--- src/rtl/hazard_stall_ctrl.sv ---
// Hazard and stall controller for the 5-stage pipeline: load-use stalls, taken-branch
// flushes, a multi-cycle mult/div busy window and a saturating stall-cycle counter.
module hazard_stall_ctrl #(
    parameter int unsigned MULDIV_LAT = 4,
    parameter int unsigned CNT_W      = 16
) (
    input  logic             clk,
    input  logic             rst,
    input  logic [4:0]       id_rs,
    input  logic [4:0]       id_rt,
    input  logic             id_uses_rt,
    input  logic             id_muldiv,
    input  logic             ex_mem_read,
    input  logic [4:0]       ex_rd,
    input  logic             ex_branch_taken,
    output logic             pc_write,
    output logic             ifid_write,
    output logic             ifid_flush,
    output logic             idex_bubble,
    output logic             muldiv_busy,
    output logic             muldiv_done,
    output logic [CNT_W-1:0] stall_cycles
);

    localparam int unsigned CntW = (MULDIV_LAT > 2) ? $clog2(MULDIV_LAT) : 1;
    localparam logic [CntW-1:0] CntLoad = CntW'(MULDIV_LAT - 1);
    localparam bit MulDivMultiCycle = (MULDIV_LAT > 1);

    typedef enum logic [0:0] {
        StIdle,
        StBusy
    } state_e;

    state_e            state_q, state_d;
    logic [CntW-1:0]   cnt_q, cnt_d;
    logic [CNT_W-1:0]  stall_q, stall_d;
    logic              load_use;

    // Register 0 is hard-wired, so a load targeting it can never create a hazard.
    assign load_use = ex_mem_read & (ex_rd != 5'd0) &
                      ((ex_rd == id_rs) | (id_uses_rt & (ex_rd == id_rt)));

    always_comb begin
        pc_write    = 1'b1;
        ifid_write  = 1'b1;
        ifid_flush  = 1'b0;
        idex_bubble = 1'b0;
        muldiv_busy = 1'b0;
        muldiv_done = 1'b0;
        state_d     = state_q;
        cnt_d       = cnt_q;

        if (rst) begin
            pc_write    = 1'b0;
            ifid_write  = 1'b0;
            ifid_flush  = 1'b1;
            idex_bubble = 1'b1;
        end else begin
            unique case (state_q)
                StIdle: begin
                    if (ex_branch_taken) begin
                        ifid_flush  = 1'b1;
                        idex_bubble = 1'b1;
                    end else if (load_use) begin
                        pc_write    = 1'b0;
                        ifid_write  = 1'b0;
                        idex_bubble = 1'b1;
                    end else if (id_muldiv && MulDivMultiCycle) begin
                        state_d = StBusy;
                        cnt_d   = CntLoad;
                    end
                end
                StBusy: begin
                    // EX is occupied by the mult/div; branch and load-use are ignored here.
                    pc_write    = 1'b0;
                    ifid_write  = 1'b0;
                    idex_bubble = 1'b1;
                    muldiv_busy = 1'b1;
                    cnt_d       = cnt_q - 1'b1;
                    if (cnt_q == CntW'(1)) begin
                        muldiv_done = 1'b1;
                        state_d     = StIdle;
                    end
                end
                default: begin
                    state_d = StIdle;
                end
            endcase
        end
    end

    always_comb begin
        stall_d = stall_q;
        if (!pc_write && (stall_q != {CNT_W{1'b1}})) begin
            stall_d = stall_q + 1'b1;
        end
    end

    always_ff @(posedge clk) begin
        if (rst) begin
            state_q <= StIdle;
            cnt_q   <= '0;
            stall_q <= '0;
        end else begin
            state_q <= state_d;
            cnt_q   <= cnt_d;
            stall_q <= stall_d;
        end
    end

    assign stall_cycles = stall_q;

`ifndef SYNTHESIS
    busy_stalls_pc: assert property (@(posedge clk) muldiv_busy |-> !pc_write);
    done_only_when_busy: assert property (@(posedge clk) muldiv_done |-> muldiv_busy);
`endif

endmodule

--- config.mk ---
export PLATFORM = sky130hd
export DESIGN_NAME = hazard_stall_ctrl
export DESIGN_NICKNAME = d
export VERILOG_FILES = /design/src/rtl/hazard_stall_ctrl.sv
export SDC_FILE = /design/constraint.sdc
export NUM_CORES = 1
export LEC_CHECK = 0
export CORE_ASPECT_RATIO = 1.2
export CORE_MARGIN = 3
export CORE_UTILIZATION = 45
export CTS_BUF_LIST = sky130_fd_sc_hd__clkbuf_2 sky130_fd_sc_hd__clkbuf_4 sky130_fd_sc_hd__clkbuf_8
export CTS_CLUSTER_SIZE = 24
export DETAILED_ROUTE_END_ITERATION = 8
export PLACE_DENSITY_LB_ADDON = 0.2
export SETUP_SLACK_MARGIN = 0.15
export SLEW_MARGIN = 30
export SYNTH_ARGS = -nofsm -noshare
export SYNTH_HDL_FRONTEND = slang
export SYNTH_SLANG_ARGS = --single-unit
--- constraint.sdc ---
create_clock -name clk -period 2.5 [get_ports clk]
set_input_delay 0.5 -clock clk [delete_from_list [all_inputs] [get_ports clk]]
set_output_delay 0.5 -clock clk [all_outputs]
set_load 0.02 [all_outputs]
After elaboration in Yosys (flattened, before gate mapping)
Index checks and enable logic that the tools add are counted.
- register bits after elaboration: 19
- latch bits: 0
- memory bits (writable): 0
- ROM bits: 0
- bits of input ports: 21
- output and inout bits: 22
- memories: 0
- add/subtract/negate cells: 2
- $mul: 0
- divide/modulo/power cells: 0
- order comparisons: 0
- equality and inequality tests: 7
- shift operators: 0
- mux-type cells: 25
- bitwise operators: 5
- reductions and logical operators: 4
- operators by type and width (kind ; count):
    $mux W1 ; 18
    $add A16 B1 Y16 const B ; 1
    $ne A16 B16 Y1 const B ; 1
    $eq A5 B5 Y1 ; 2
    $mux W2 ; 3
    $ne A2 B2 Y1 const B ; 3
    $pmux W1 S2 ; 3
    $reduce_bool A5 Y1 ; 1
    $pmux W2 S2 ; 1
    $and A1 B1 Y1 ; 3
    $reduce_and A3 Y1 ; 1
    $eq A2 B1 Y1 const B ; 1
    $sub A2 B1 Y2 const B ; 1
    $logic_and A1 B1 Y1 ; 1
    $logic_not A1 Y1 ; 1
    $not A1 Y1 ; 1
    $or A1 B1 Y1 ; 1

Depth between registers and ports, before layout
- depth after elaboration: 10
- mapped depth: 9
- depth with buffers taken out: 7

Worst setup path before layout
OpenSTA, ideal clock, no wires.
- kind: input to register
- start: input ex_rd[3]
- end: register stall_q[10] (netlist: stall_cycles[10])
- library setup time: 0.121 ns
- arrival: 2.190 ns
- data required time: 2.379 ns
- setup slack: 0.189 ns
- stages: 7
- path buffers: 1
- cells stage by stage: xor2_1 nor4_1 a32oi_1 o31a_1 buf_2 nor4b_1 mux2_2
- longest elaborated chain between the ends: 10
- elaborated cells on any way between the ends: 13
- ends and longest elaborated chain (element ; line ; RTL):
    from (decl) ; 14 ; input logic [4:0] ex_rd,
    $eq A5 B5 Y1 ; 41 ; ((ex_rd == id_rs) | (id_uses_rt & (ex_rd == id_rt)));
    $and A1 B1 Y1 ; 41 ;
    $or A1 B1 Y1 ; 41 ;
    $and A1 B1 Y1 * ; 40 ; assign load_use = ex_mem_read & (ex_rd != 5'd0) &
    $mux W1 * (2 in a row) ; - ;
    $pmux W1 S2 * ; - ;
    $mux W1 * ; - ;
    via ifid_write ; 17 ; output logic ifid_write,
    $logic_not A1 Y1 * ; 94 ; if (!pc_write && (stall_q != {CNT_W{1'b1}})) begin
    $logic_and A1 B1 Y1 * ; 94 ;
    to (signal assigned) ; 107 ; stall_q <= stall_d;
    to (decl) ; 36 ; logic [CNT_W-1:0] stall_q, stall_d;
The timed path passes the listed nets; every way through them passes the cells marked *.
A chain may end at the register's enable or synchronous reset.

Final worst setup path
- start: input rst
- end: output muldiv_busy
- longest elaborated chain between the ends: 1
- ends and longest elaborated chain (element ; line ; RTL):
    from (decl) ; 8 ; input logic rst,
    $mux W1 ; 53 ; if (rst) begin
    to (decl) ; 20 ; output logic muldiv_busy,
Every way passes these cells.

==> metrics.md <==
| Metric | Value |
|---|---|
| Core Rows | `19` |
| Diode count | `0` |
| Slew HR | `74.7%` |
| Initial DRC count | `30` |
| Worst-case clock skew | `0.0151 ns` |
| Hold path start | `cnt_q[0]` |
| Post-Syn Area | `1160 µm²` |
| FFs w/ async S/R, synth | `0%` |
| I/O Pins | `43` |
| Clock period minus worst slack | `2.30 ns` |
| Critical Path AT | `1.80 ns` |
| CORE AREA | `2380 µm²` |
| Max-slew violations | `0` |
| Period utilization | `91.9%` |
| Port Buffers | `42` |
| Yosys reg bits | `19` |
| Initial Utilization | `49.0%` |
| Pin count of the biggest net entering global routing | `22` |
| CTS buffer count | `3` |
| Setup_tns | `0 ns` |
| Register-to-Register Path Depth | `7` |
| Post-synthesis sequential area ratio | `32.7%` |
| Leading cell type in the layout, fill and taps excluded | `clkdlybuf4s50_1` |
| Initial antenna violation count | `0` |
| Clk pwr share | `24.2%` |
| TritonCTS clock tree | `built` |
| Kind of critical path | `primary input to primary output` |
| WHS Endpoint | `cnt_q[0]` |
| Worst r2r dst | `stall_cycles[15]` |
| Antenna Nets Post-Route | `0` |
| Comb pwr share | `25.9%` |
| CP max FO | `7` |
| Drc violations | `0` |
| Syn Area/Cell | `8.32 µm²` |
| Leakage power | `0.722 nW` |
| Clk buf depth | `2` |
| Initial DRT Pass Iterations | `4` |
| Worst-skew pair later-pin latency | `0.30 ns` |
| Power Density | `367 nW/µm²` |
| First-pass GRT wire length | `5.21 mm` |
| Int Pwr | `0.000459 W` |
| Setup slack, reg-to-reg | `0.30 ns` |
| GPL Wtd Cong | `0.727` |
| Drt wl/cell | `14.3 µm` |
| Placed Cells | `220` |
| Crit path cell chain | `clkdlybuf4s50_1, buf_4, nor2_1, clkdlybuf4s50_1` |
| YS warnings | `0` |
| Via/cell ratio | `5.47` |
| RSZ-0062 raised after global routing | `false` |
| Die area | `3240 µm²` |
| Status | `finished, final reports clean` |
| Distinct cells, synth | `37` |
| Final Util | `74.3%` |
| Total Nets Final | `219` |
| Cell mode on critical path | `clkdlybuf4s50_1` |
| Syn Inst Count | `140` |
| Sw power | `0.000189 W` |
| Most frequent cells in the layout | `22 x clkdlybuf4s50_1, 19 x dfxtp_1, 17 x buf_4` |
| Post-Route WL | `3.24 mm` |
| Hold Vio Cnt, Final | `0` |
| Crit end category | `primary output` |
| Final setup viols | `0` |
| GRT overflow | `0` |
| Final Non-Filler Cells | `226` |
| Sequential Power Share | `49.8%` |
| Via count | `1,236` |
| Critical path's largest stage delay | `0.62 ns` |
| Post-synth EDFFs | `0` |
| CTS H-tree lvls | `1` |
| Vias in the first global route | `1,272` |
| Crit path required time | `2.00 ns` |
| # Max-Cap Violations | `0` |
| Die W | `52.4 µm` |
| Worst slew pin tran | `0.378 ns` |
| Max Clk Rate | `435 MHz` |
| Gr usage total | `21.1%` |
| Worst setup SP type | `primary input` |
| Primary FF master, synth | `dfxtp_1` |
| Die Ht | `61.7 µm` |
| Hold path depth | `2` |
| Slowest-stage cell, CP | `clkdlybuf4s50_1` |
| Area Growth Syn to Fin | `51.7%` |
| Layout cell share with drive strength beyond 1 | `23.6%` |
| Worst vdd ir | `0.000313 V` |
| Net Sw Frac | `29.1%` |
| DP HPWL | `2.43 mm` |
| Hold crit path type | `flop to flop` |
| Syn nets | `163` |
| Clk root buf | `clkbuf_4` |
| Clk sink count | `19` |
| Worst-path clk slew | `0.10 ns` |
| Beginning of the worst register-to-register path | `stall_cycles[0]` |
## synth_stat cells, drive strengths merged (2+ instances only)
| library cell | instances | share of area, % |
|---|---|---|
| nor2 | 15 | 4.8 |
| buf | 6 | 3.8 |
| o21ba | 2 | 1.7 |
| xor2 | 10 | 7.5 |
| o31ai | 3 | 1.9 |
| nor2b | 5 | 2.7 |
| inv | 7 | 2.3 |
| clkbuf | 2 | 0.64 |
| nand2 | 6 | 1.9 |
| nor3 | 3 | 1.3 |
| nand3 | 5 | 2.1 |
| nand4 | 2 | 1.1 |
| and4 | 3 | 2.7 |
| and3 | 4 | 2.1 |
| a21o | 2 | 1.3 |
| nor4b | 3 | 2.3 |
| o31a | 2 | 1.5 |
| ha | 2 | 2.1 |
| dfxtp | 19 | 33 |
| or3 | 5 | 2.7 |
| mux2 | 5 | 4.8 |
| or4 | 4 | 2.6 |
| nor4 | 2 | 1.1 |
| a21oi | 10 | 4.3 |
| o21ai | 6 | 2.6 |
## flip-flops by register name, summed over array words and instances (netlist names)
| name | flops |
|---|---|
| state_q | 1 |
| stall_cycles | 16 |
| cnt_q | 2 |
## critical path, delay by kind of cell
family	cells	cell delay [ns]
simple gates	1	0.09
buf+inv	3	1.21
## metrics by stage
| stage | hold slack (ns) | area, µm² | setup slack, ns | total power [W] |
|---|---|---|---|---|
| floorplan | 0.439 | 1160 | 0.189 | 0.000406 |
| global placement | 0.445 | 1690 | -0.537 | 0.000485 |
| detailed placement | 0.460 | 1690 | -0.553 | 0.000494 |
| CTS | 0.475 | 1720 | 0.161 | 0.000647 |
| global route | 0.503 | 1770 | 0.131 | 0.000684 |
| finish | 0.479 | 1770 | 0.202 | 0.000648 |
## what timing repair did
item                                    4_1_cts  5_1_grt
setup buffers                                 2        0
endpoints found under the setup margin       19       15
pin swaps                                    13       10
gates resized for setup                      48       18
hold buffers                                  0        0
## worst max-delay path by stage
stage          slack [ns]  startpoint          endpoint  cells past startpoint
2_1_floorplan        0.19    ex_rd[3]  stall_cycles[10]                      7
3_3_place_gp        -0.54    ex_rd[1]        ifid_write                      6
3_5_place_dp        -0.55    ex_rd[1]        ifid_write                      6
4_1_cts              0.16    ex_rd[0]       idex_bubble                      9
5_1_grt              0.13         rst       muldiv_busy                      4
6_report             0.20         rst       muldiv_busy                      4
## cells by family (layout without fill, tap and decap cells)
kind of cell | after synthesis | after routing | synth area share [%]
compound gates | 30 | 30 | 17.2
xor+xnor | 11 | 11 | 8.27
fa+ha+maj | 2 | 2 | 2.15
buf+inv | 15 | 70 | 6.66
flops | 19 | 19 | 32.7
mux | 6 | 6 | 5.69
simple gates | 57 | 57 | 27.4
## power by group through the flow
stage	registers [W]	clock network, W	logic, W
final	0.000323	0.000157	0.000168
after floorplan	0.000334	0	0.0000722
after global routing	0.000325	0.000177	0.000183
after global placement	0.000328	0	0.000157
after CTS	0.000323	0.000162	0.000163
after detailed placement	0.000330	0	0.000164
## layout make-up
| cell class | instances | area, µm² |
|---|---|---|
| inverter | 7 | 26.3 |
| sequential | 19 | 380 |
| clock inverter | 1 | 5.00 |
| clock buffer | 3 | 22.5 |
| tap | 31 | 38.8 |
| fill | 178 | 611 |
| timing repair buffer | 59 | 528 |
| multi-input combinational | 106 | 766 |
## routing by layer
metal	share of wire [%]	GRT usage (%)	up-vias
met5	0	0	-
met4	0.86	5.47	0
met3	6.3	4.53	4
met2	52	42.0	33
met1	41	22.0	583
li1	-	-	616
Power figures use the tool's default switching activity.
